### src/rtl/spr_rf_pkg.sv
// -----------------------------------------------------------------------------
// spr_rf_pkg
// Shared constants and types for the scoreboarded register file (reg_file_sb),
// its bus interface and its read-port sub-module.
//
// Contents:
//   RF_ZERO_ADDR  address of the hard-wired zero register
//   RF_DW         default data width
//   RF_NREG       default register count
//   RF_AW         address width for the default register count
//   rf_addr_t     register address type for the default configuration
// -----------------------------------------------------------------------------
package spr_rf_pkg;

   localparam int RF_ZERO_ADDR = 0;
   localparam int RF_DW        = 16;
   localparam int RF_NREG      = 16;
   localparam int RF_AW        = $clog2(RF_NREG);

   typedef logic [RF_AW-1:0] rf_addr_t;

endpackage : spr_rf_pkg

### src/rtl/reg_file_sb_if.sv
// -----------------------------------------------------------------------------
// reg_file_sb_if
// Bus bundle between the core (master) and the scoreboarded register file
// (slave). DW and NREG must match the parameters of the attached reg_file_sb.
//
// Signals (master view):
//   RADDR1/RADDR2  out  read port addresses
//   RDATA1/RDATA2  in   read port data (combinational)
//   RBUSY1/RBUSY2  in   read port register pending (combinational)
//   WRV/WADDR/WDATA out writeback valid / address / data
//   ISS_V/ISS_ADDR out  issue request and destination register
//   ISS_RDY        in   issue may be accepted this cycle
//   PCNT           in   number of registers currently pending
// -----------------------------------------------------------------------------
interface reg_file_sb_if
   import spr_rf_pkg::*;
#(
   parameter int DW   = RF_DW,
   parameter int NREG = RF_NREG,
   localparam int AW  = $clog2(NREG)
);

   logic [AW-1:0] RADDR1;
   logic [AW-1:0] RADDR2;
   logic [DW-1:0] RDATA1;
   logic [DW-1:0] RDATA2;
   logic          RBUSY1;
   logic          RBUSY2;
   logic          WRV;
   logic [AW-1:0] WADDR;
   logic [DW-1:0] WDATA;
   logic          ISS_V;
   logic [AW-1:0] ISS_ADDR;
   logic          ISS_RDY;
   logic [AW:0]   PCNT;

   modport master (
      output RADDR1, RADDR2, WRV, WADDR, WDATA, ISS_V, ISS_ADDR,
      input  RDATA1, RDATA2, RBUSY1, RBUSY2, ISS_RDY, PCNT
   );

   modport slave (
      input  RADDR1, RADDR2, WRV, WADDR, WDATA, ISS_V, ISS_ADDR,
      output RDATA1, RDATA2, RBUSY1, RBUSY2, ISS_RDY, PCNT
   );

endinterface : reg_file_sb_if

### src/rtl/reg_file_sb_read_port.sv
// -----------------------------------------------------------------------------
// rf_read_port
// One combinational read port of the register file: selects data and pending
// flag for an address, forces the zero register, and optionally forwards the
// writeback of the current cycle.
//
// Ports:
//   raddr  in   read address
//   regs   in   flattened register array
//   pend   in   pending vector
//   wrv    in   writeback valid
//   waddr  in   writeback address
//   wdata  in   writeback data
//   rdata  out  read data
//   rbusy  out  register pending
// -----------------------------------------------------------------------------
module rf_read_port
   import spr_rf_pkg::*;
#(
   parameter int DW     = RF_DW,
   parameter int NREG   = RF_NREG,
   parameter int BYPASS = 1,
   localparam int AW    = $clog2(NREG)
) (
   input  logic [AW-1:0]            raddr,
   input  logic [NREG-1:0][DW-1:0]  regs,
   input  logic [NREG-1:0]          pend,
   input  logic                     wrv,
   input  logic [AW-1:0]            waddr,
   input  logic [DW-1:0]            wdata,
   output logic [DW-1:0]            rdata,
   output logic                     rbusy
);

   logic is_zero;
   logic byp_hit;

   assign is_zero = (raddr == AW'(RF_ZERO_ADDR));
   // A writeback to this address in the same cycle supplies the data and
   // clears the busy indication before the array itself has been updated.
   assign byp_hit = (BYPASS != 0) && wrv && (waddr == raddr);

   always_comb begin
      rdata = regs[raddr];
      rbusy = pend[raddr];
      if (is_zero) begin
         rdata = '0;
         rbusy = 1'b0;
      end else if (byp_hit) begin
         rdata = wdata;
         rbusy = 1'b0;
      end
   end

endmodule : rf_read_port

### src/rtl/reg_file_sb.sv
// -----------------------------------------------------------------------------
// reg_file_sb
// Two-read / one-write register file with a per-register pending scoreboard.
// Decode marks a destination pending at issue; writeback clears it. Register 0
// reads as zero and is never pending. With BYPASS=1 a writeback in the current
// cycle is visible on the read ports and on ISS_RDY in that same cycle.
//
// Ports:
//   CLK  in     clock, all state updates on the rising edge
//   RST  in     asynchronous active-high reset of data, pending bits and PCNT
//   bus  slave  read ports, writeback, issue handshake and pending count
//               (see reg_file_sb_if; its DW/NREG must match this module)
// -----------------------------------------------------------------------------
module reg_file_sb
   import spr_rf_pkg::*;
#(
   parameter int DW     = RF_DW,
   parameter int NREG   = RF_NREG,
   parameter int BYPASS = 1,
   localparam int AW    = $clog2(NREG)
) (
   input  logic          CLK,
   input  logic          RST,
   reg_file_sb_if.slave  bus
);

   logic [NREG-1:0][DW-1:0] regs_reg;
   logic [NREG-1:0]         pend_reg;
   logic [NREG-1:0]         pend_next;
   logic [AW:0]             pcnt_reg;
   logic [AW:0]             pcnt_next;

   logic wr_hit;
   logic iss_rdy;
   logic iss_set;
   logic pend_inc;
   logic pend_dec;

   logic [AW-1:0] raddr_arr [2];
   logic [DW-1:0] rdata_arr [2];
   logic          rbusy_arr [2];

   // ---------------------------------------------------------------- write
   assign wr_hit = bus.WRV && (bus.WADDR != AW'(RF_ZERO_ADDR));

   // ---------------------------------------------------------------- issue
   // Ready when the destination is free, is r0, or is being released by a
   // bypassed writeback this cycle. Deliberately independent of ISS_V so the
   // decode stage can evaluate hazards before asserting a request.
   assign iss_rdy = (bus.ISS_ADDR == AW'(RF_ZERO_ADDR))
                 || !pend_reg[bus.ISS_ADDR]
                 || ((BYPASS != 0) && bus.WRV && (bus.WADDR == bus.ISS_ADDR));

   assign iss_set = bus.ISS_V && iss_rdy && (bus.ISS_ADDR != AW'(RF_ZERO_ADDR));

   // Issue is applied after the writeback clear so that a collision on the
   // same register leaves it pending.
   always_comb begin
      pend_next = pend_reg;
      if (wr_hit) begin
         pend_next[bus.WADDR] = 1'b0;
      end
      if (iss_set) begin
         pend_next[bus.ISS_ADDR] = 1'b1;
      end
      pend_next[RF_ZERO_ADDR] = 1'b0;
   end

   // ---------------------------------------------------------------- count
   // Incremental population count. An issue only adds when it turns a free
   // register pending; a writeback only subtracts when it actually releases a
   // pending register that is not being re-marked on the same edge.
   assign pend_inc = iss_set && !pend_reg[bus.ISS_ADDR];
   assign pend_dec = wr_hit && pend_reg[bus.WADDR]
                  && !(iss_set && (bus.ISS_ADDR == bus.WADDR));

   always_comb begin
      pcnt_next = pcnt_reg;
      case ({pend_inc, pend_dec})
         2'b10:   pcnt_next = pcnt_reg + (AW+1)'(1);
         2'b01:   pcnt_next = pcnt_reg - (AW+1)'(1);
         default: pcnt_next = pcnt_reg;
      endcase
   end

   // ---------------------------------------------------------------- state
   // regs_reg[0] is never written, so it holds its reset value; the read
   // ports force zero for address 0 regardless.
   always_ff @(posedge CLK or posedge RST) begin
      if (RST) begin
         regs_reg <= '0;
         pend_reg <= '0;
         pcnt_reg <= '0;
      end else begin
         if (wr_hit) begin
            regs_reg[bus.WADDR] <= bus.WDATA;
         end
         pend_reg <= pend_next;
         pcnt_reg <= pcnt_next;
      end
   end

   // ---------------------------------------------------------------- reads
   assign raddr_arr[0] = bus.RADDR1;
   assign raddr_arr[1] = bus.RADDR2;

   generate
      for (genvar gi = 0; gi < 2; gi++) begin : g_rd
         rf_read_port #(
            .DW     (DW),
            .NREG   (NREG),
            .BYPASS (BYPASS)
         ) u_rd (
            .raddr (raddr_arr[gi]),
            .regs  (regs_reg),
            .pend  (pend_reg),
            .wrv   (bus.WRV),
            .waddr (bus.WADDR),
            .wdata (bus.WDATA),
            .rdata (rdata_arr[gi]),
            .rbusy (rbusy_arr[gi])
         );
      end
   endgenerate

   assign bus.RDATA1  = rdata_arr[0];
   assign bus.RDATA2  = rdata_arr[1];
   assign bus.RBUSY1  = rbusy_arr[0];
   assign bus.RBUSY2  = rbusy_arr[1];
   assign bus.ISS_RDY = iss_rdy;
   assign bus.PCNT    = pcnt_reg;

endmodule : reg_file_sb

### src/flat_wrapper.sv
// flat-port wrapper written by rule: the top's interface ports become plain ports
module reg_file_sb_flat import spr_rf_pkg::*;
#(
   parameter int DW     = RF_DW,
   parameter int NREG   = RF_NREG,
   parameter int BYPASS = 1,
   localparam int AW    = $clog2(NREG)
)
  (CLK, RST, bus_RADDR1, bus_RADDR2, bus_WRV, bus_WADDR, bus_WDATA, bus_ISS_V, bus_ISS_ADDR, bus_RDATA1, bus_RDATA2, bus_RBUSY1, bus_RBUSY2, bus_ISS_RDY, bus_PCNT);
  reg_file_sb_if #(.DW(DW), .NREG(NREG)) bus_i ();
  input  logic CLK;
  input  logic RST;
  input wire logic [$bits(bus_i.RADDR1)-1:0] bus_RADDR1;
  input wire logic [$bits(bus_i.RADDR2)-1:0] bus_RADDR2;
  input wire logic [$bits(bus_i.WRV)-1:0] bus_WRV;
  input wire logic [$bits(bus_i.WADDR)-1:0] bus_WADDR;
  input wire logic [$bits(bus_i.WDATA)-1:0] bus_WDATA;
  input wire logic [$bits(bus_i.ISS_V)-1:0] bus_ISS_V;
  input wire logic [$bits(bus_i.ISS_ADDR)-1:0] bus_ISS_ADDR;
  output wire logic [$bits(bus_i.RDATA1)-1:0] bus_RDATA1;
  output wire logic [$bits(bus_i.RDATA2)-1:0] bus_RDATA2;
  output wire logic [$bits(bus_i.RBUSY1)-1:0] bus_RBUSY1;
  output wire logic [$bits(bus_i.RBUSY2)-1:0] bus_RBUSY2;
  output wire logic [$bits(bus_i.ISS_RDY)-1:0] bus_ISS_RDY;
  output wire logic [$bits(bus_i.PCNT)-1:0] bus_PCNT;
  assign bus_i.RADDR1 = bus_RADDR1;
  assign bus_i.RADDR2 = bus_RADDR2;
  assign bus_i.WRV = bus_WRV;
  assign bus_i.WADDR = bus_WADDR;
  assign bus_i.WDATA = bus_WDATA;
  assign bus_i.ISS_V = bus_ISS_V;
  assign bus_i.ISS_ADDR = bus_ISS_ADDR;
  assign bus_RDATA1 = bus_i.RDATA1;
  assign bus_RDATA2 = bus_i.RDATA2;
  assign bus_RBUSY1 = bus_i.RBUSY1;
  assign bus_RBUSY2 = bus_i.RBUSY2;
  assign bus_ISS_RDY = bus_i.ISS_RDY;
  assign bus_PCNT = bus_i.PCNT;
  reg_file_sb #(.DW(DW), .NREG(NREG), .BYPASS(BYPASS)) u_core (.CLK(CLK), .RST(RST), .bus(bus_i));
endmodule
### config.mk
export PLATFORM = sky130hd
export DESIGN_NAME = reg_file_sb_flat
export DESIGN_NICKNAME = d
export VERILOG_FILES = /design/src/rtl/spr_rf_pkg.sv /design/src/rtl/reg_file_sb_if.sv /design/src/rtl/reg_file_sb_read_port.sv /design/src/rtl/reg_file_sb.sv /design/src/flat_wrapper.sv
export SDC_FILE = /design/constraint.sdc
export NUM_CORES = 1
export LEC_CHECK = 0
export CORE_UTILIZATION = 25
export CTS_CLUSTER_SIZE = 20
export DETAILED_ROUTE_END_ITERATION = 10
export MAX_ROUTING_LAYER = met4
export PLACE_DENSITY_LB_ADDON = 0.12
export SLEW_MARGIN = 5
export SYNTH_ARGS = -nofsm -noshare
export SYNTH_HDL_FRONTEND = slang
export SYNTH_SLANG_ARGS = --single-unit
### constraint.sdc
create_clock -name CLK -period 13.73 [get_ports CLK]
set_clock_uncertainty 0.05 [all_clocks]
set_input_delay 4.119 -clock CLK [delete_from_list [all_inputs] [get_ports CLK]]
set_output_delay 4.119 -clock CLK [all_outputs]
set_load 0.05 [all_outputs]
Word-level counts from Yosys, hierarchy flattened
Index checks and enable logic that the tools add are counted.
{ "word_totals": {"inputBits": 36, "out_inout_bits": 40, "ff_bits": 276} }
{ "classes": {"n_eq_ne": 6, "n_addsub": 2, "bitwise_logic": 3, "order_cmp": 6, "mux": 30, "reduce_logical": 22} }
{ "ops": {"columns": ["op", "n"], "rows": [
  ["bitwise mux 256 bit", 1],
  ["2-to-1 mux 16 bit", 9],
  ["binary-select mux 16 bit (select 4 bit)", 2],
  ["demux 16 bit (select 4 bit)", 1],
  ["less-than comparator 4 x 5 -> 1 bit (second input constant)", 4],
  ["AND 16 bit", 1],
  ["binary-select mux 1 bit (select 4 bit)", 4],
  ["equality test 4 bit", 4],
  ["inverter 16 bit", 1],
  ["bitwise OR 16 bit", 1],
  ["logical AND 1 bit", 12],
  ["zero test 4 bit", 3],
  ["2-to-1 mux 1 bit", 10],
  ["one-hot mux 5 bit (2 select lines)", 1],
  ["demux 1 bit (select 4 bit)", 2],
  [">= comparator 4 x 1 -> 1 bit (second input constant)", 2],
  ["nonzero test 4 bit", 2],
  ["adder 5 x 1 -> 5 bit (second input constant)", 1],
  ["subtractor 5 x 1 -> 5 bit (second input constant)", 1],
  ["equality test 2 x 1 -> 1 bit (second input constant)", 1],
  ["equality test 2 bit (second input constant)", 1],
  ["zero test 1 bit", 2],
  ["logical OR 1 bit", 2],
  ["nonzero test 2 bit", 1]
]} }

Longest topological paths before layout
{ "depth": {"word_depth": 12, "mapped_depth": 14, "mapped_depth_nobuf": 13} }

Modules after synthesis
Synthesis repeated with hierarchy kept, for this count alone.
{ "unflattened": {"hier_cells": 1196, "area_unflattened_um2": 15912.8} }
{ "modules_own_cells": {"columns": ["mod", "cells_each", "n_inst", "area_per_inst_um2"], "rows": [
  ["reg_file_sb", 700, 1, 10913.0],
  ["rf_read_port", 248, 2, 2499.9]
]} }

Least setup slack after synthesis
No wires, ideal clock.
{ "synth_path": {"path_type": "input -> output", "from": "in bus_RADDR1[0]", "to": "out bus_RDATA1[10]", "stages": 7, "arrival_time_ns": 5.820, "setup_slack_ns": 3.741, "path_cell_list": "buf_2 buf_6 buf_2 mux4_2 a22oi_1 nand2_1 a22o_1"} }
{ "synth_via": {"elab_chain_len": 4} }
{ "synth_lines": {"columns": ["item", "line", "rtl"], "rows": [
  ["start, declared", "flat_wrapper.sv:13", "input wire logic [$bits(bus_i.RADDR1)-1:0] bus_RADDR1;"],
  ["binary-select mux 16 bit (select 4 bit) / equality test 4 bit (equally long branches)", "reg_file_sb_read_port.sv:44, reg_file_sb_read_port.sv:41", null],
  ["2-to-1 mux 16 bit (not written as such) / logical AND 1 bit (equally long branches)", "reg_file_sb_read_port.sv:44, reg_file_sb_read_port.sv:41", null],
  ["2-to-1 mux 16 bit", "reg_file_sb_read_port.sv:49", "end else if (byp_hit) begin"],
  ["2-to-1 mux 16 bit *", "reg_file_sb_read_port.sv:46", "if (is_zero) begin"],
  ["end, declared", "flat_wrapper.sv:20", "output wire logic [$bits(bus_i.RDATA1)-1:0] bus_RDATA1;"]
]} }
Every way passes the cells marked *; elsewhere a longest branch is shown, timed or not. The select of a mux whose other input is x is not followed.

Final worst setup path
{ "layout_path": {"from": "in bus_WADDR[0]", "to": "out bus_RDATA1[8]"} }
{ "layout_via": {"elab_chain_len": 4} }
{ "layout_lines": {"columns": ["item", "line", "rtl"], "rows": [
  ["start, declared", "flat_wrapper.sv:16", "input wire logic [$bits(bus_i.WADDR)-1:0] bus_WADDR;"],
  ["equality test 4 bit", "reg_file_sb_read_port.sv:41", "assign byp_hit = (BYPASS != 0) && wrv && (waddr == raddr);"],
  ["logical AND 1 bit", "reg_file_sb_read_port.sv:41", null],
  ["2-to-1 mux 16 bit", "reg_file_sb_read_port.sv:49", null],
  ["2-to-1 mux 16 bit", "reg_file_sb_read_port.sv:46", null]
]} }
No other way between the ends.

==> run_results.csv <==
group,metric,value,unit
floorplanning,fp.dieArea,0.0621,mm²
worst_setup_path,r2r_start,"u_core.pend_reg[9]",
worst_hold_path,hold_start,"u_core.regs_reg[1]",
finish,fillCellCount,6073,
clock_network,cts_buffers,35,
drt,avgRoutedWirePerCell,27.2,µm
grt,gr-usage-met1,0.242,
timing,slew_violations,0,
timing,timing.final.crit_share,0.856,
finish,final_nets,1116,
worst_setup_path,cpPeakStageDelay,0.81,ns
worst_setup_path,r2r_slack,10.48,ns
finish,largest_reg_flops,256,
worst_setup_path,crit_buf_inv,2,
worst_setup_path,startpoint_type,"input pin",
power,power_density,159,mW/mm²
timing,grt_setup_unrepaired,"no",
worst_setup_path,crit_type,"input pin to output port",
placed_design,port_buffers,75,
clock_network,clock-sinks,276,
clock_network,h-tree-depth,2,
grt,grt_max_degree,163,
timing,final.min_clock_period,11.75,ns
synthesis,synth_nets,1083,
worst_setup_path,critPathLaunch,"bus_WADDR[0]",
drt,finalWirelength,51100,µm
clock_network,ctsHoldBuffers,0,
power,seq_power_share,0.400,
power,p_clk_frac,0.315,
synthesis,async_flop_share,1.00,
grt,grt_util_met2,0.255,
worst_hold_path,hp-class,"flip-flop to flip-flop",
timing,hold_violations,0,
worst_setup_path,cp-end-kind,"output port",
synthesis,synth_cell_types,44,
placed_design,dp_cells,1820,
timing,maxSlewHeadroom,0.252,
drt,drt_first_pass_iters,5,
finish,area_delta_synth_final,17.0,%
grt,grt_pass1_vias,10200,
grt,track_usage,0.172,
worst_setup_path,path_max_fanout,17,
floorplanning,io-pin-count,76,
synthesis,synth_area,0.0153,mm²
power,p_int,1950,µW
run_status,status,"finished, final reports clean",
run,maxCapViolCount,0,
worst_setup_path,cp_cell_sequence,"clkdlybuf4s50_1 -> or2_2 -> or2_2 -> a21oi_2 -> a22o_1 -> clkdlybuf4s50_1",
drt,drc_errors,0,
finish,final_cells,1878,
clock_network,clk_path_buf_depth,3,
synthesis,ys.flop_type,"dfrtp_1",
timing,tightest_slew,1.12,ns
synthesis,avgSynthCellArea,14.7,µm²
grt,gr-total-overflow,0,
timing,max_freq,85.1,MHz
grt,met3_usage,0.0272,
clock_network,cts_setup_buffers,0,
floorplanning,num_rows,90,
grt,top_usage_layer,"met2",
grt,grt_pass1_wl,75100,µm
worst_setup_path,r2r_end,"u_core.bus.PCNT[4]",
clock_network,insertion_delay,0.54,ns
floorplanning,fp.dieH,249,µm
worst_hold_path,holdPathEnd,"u_core.regs_reg[1]",
power,swShare,0.313,
drt,vias,9713,
power,irDropWorstVdd,0.0000693,V
worst_setup_path,worst_path_max_delay_cell,"clkdlybuf4s50_1",
synthesis,ys_warn_count,0,
timing,setup_viol,0,
clock_network,post_cts_resized,0,
power,p_sw,892,µW
placed_design,place.gp.congestion,0.750,
placed_design,dpl.hpwl,30300,µm
synthesis,syn_inst,1042,
worst_setup_path,required,9.56,ns
drt,first_iter_violations,592,
power,combPwrFrac,0.285,
synthesis,ys_seq_elements,276,
worst_hold_path,hold_depth,0,
clock_network,root_buffer,"clkbuf_16",
floorplanning,core_area,0.0604,mm²
floorplanning,dieWidth,249,µm
drt,ant_nets,0,
timing,tns,0,ns
worst_setup_path,cpLargestDelayFamily,"buffers and inverters",
worst_setup_path,reg2reg_depth,11,
drt,via_per_inst,5.17,
floorplanning,initial_utilization,0.253,
clock_network,clk_pin_slew,0.05,ns
synthesis,ys_seq_area_frac,0.452,
synthesis,synth_edf_count,0,
worst_setup_path,crit_arrival,7.58,ns
power,power_leakage,0.00716,µW
grt,antenna_found_initial,1,
finish,drive_gt1_frac,0.449,
clock_network,cts_tree,"built",
[cells by family after synthesis]
group,synth area share
AO/OA/AOI/OAI,0.0711
XOR/XNOR,0.00803
adder cells (fa/ha/maj),0.00459
buffers and inverters,0.0397
flip-flops,0.452
multiplexers,0.393
AND/OR/NAND/NOR,0.0311
[per-stage QoR]
stage / total power [µW] / utilization / cell area [µm²] / worst slack (ns) / hold WS, ns
after floorplan: 1720 / - / 15300 / 1.95 / 0.391
after global routing: 3000 / 0.296 / 17900 / 1.80 / 0.358
final: 2850 / 0.296 / 17900 / 1.98 / 0.342
after detailed placement: 1970 / 0.278 / 16800 / 1.97 / 0.333
after global placement: 1960 / 0.278 / 16800 / 2.03 / 0.327
after CTS: 2880 / 0.296 / 17900 / 1.96 / 0.346
[cells in the final DEF (no fill, tap or decap), types with 8 or more instances in the layout]
cell               n
clkbuf_8           8
dfrtp_1          276
mux4_2           142
mux2_2           236
clkbuf_1           8
clkdlybuf4s50_1   71
nor2_2            11
clkbuf_16         35
inv_1             20
a22oi_1           64
buf_4             33
nand2_1           39
a22o_1            44
[how the worst max path moves through the flow]
stage	to	slack (ns)	cells past startpoint
finish	bus_RDATA1[8]	1.98	6
detailed placement	bus_RDATA1[0]	1.97	6
floorplan	u_core.bus.PCNT[0]	1.95	1
global placement	bus_RDATA1[9]	2.03	6
global route	bus_RDATA1[6]	1.80	6
CTS	bus_RDATA1[9]	1.96	6
[Yosys cell counts, types with 2 or more instances]
cell       number  area share
nand3_1         6      0.0020
mux2i_1         4      0.0026
or2_2           3      0.0012
nor2_2          4      0.0016
a2111oi_4       3      0.0054
dfrtp_1       276        0.45
clkbuf_1       56       0.014
a22oi_1        64       0.031
nand2_1        39      0.0096
and3_1          2     0.00082
or3_1           3      0.0012
and2_1          3      0.0012
a21oi_2         2      0.0011
nand4_1         2     0.00082
buf_6           4      0.0029
mux4_1          2      0.0034
mux2_2        236        0.17
buf_1           5      0.0012
a22o_1         44       0.025
nand3b_1        2     0.00098
a21oi_1         7      0.0023
xnor2_1         7      0.0040
inv_1          21      0.0052
mux4_2        142        0.21
buf_2          37       0.012
xor2_1          7      0.0040
nand2b_1        3      0.0012
o21ai_0         6      0.0020
buf_4           9      0.0044
ha_1            4      0.0033
nor2_1          9      0.0022
a32o_1          4      0.0026
nor3_1          3     0.00098
mux2_1          5      0.0037
nor2b_1         9      0.0037
[cell type report]
class	count	area (µm²)	area share
Clock buffer	51	1020	0.0569
Timing Repair Buffer	107	1020	0.0570
Inverter	21	86.3	0.00483
Antenna cell	2	5.00	0.000280
Multi-Input combinational cell	634	7790	0.436
Sequential cell	276	6910	0.387
Clock inverter	5	61.3	0.00343
Tap cell	782	978	0.0548
[power by group through the flow]
stage / Clock [µW] / Combinational [µW] / Sequential (µW)
6_report: 896 / 811 / 1140
3_5_place_dp: 0 / 819 / 1150
2_1_floorplan: 0 / 589 / 1130
3_3_place_gp: 0 / 813 / 1140
5_1_grt: 961 / 867 / 1170
4_1_cts: 926 / 822 / 1140
[metal layers]
metal | share of wire | vias up
li1 | - | 4111
met1 | 0.48 | 5289
met4 | 0.021 | 0
met2 | 0.45 | 245
met5 | 0 | -
met3 | 0.044 | 68
(Power assumes the default switching activity.)
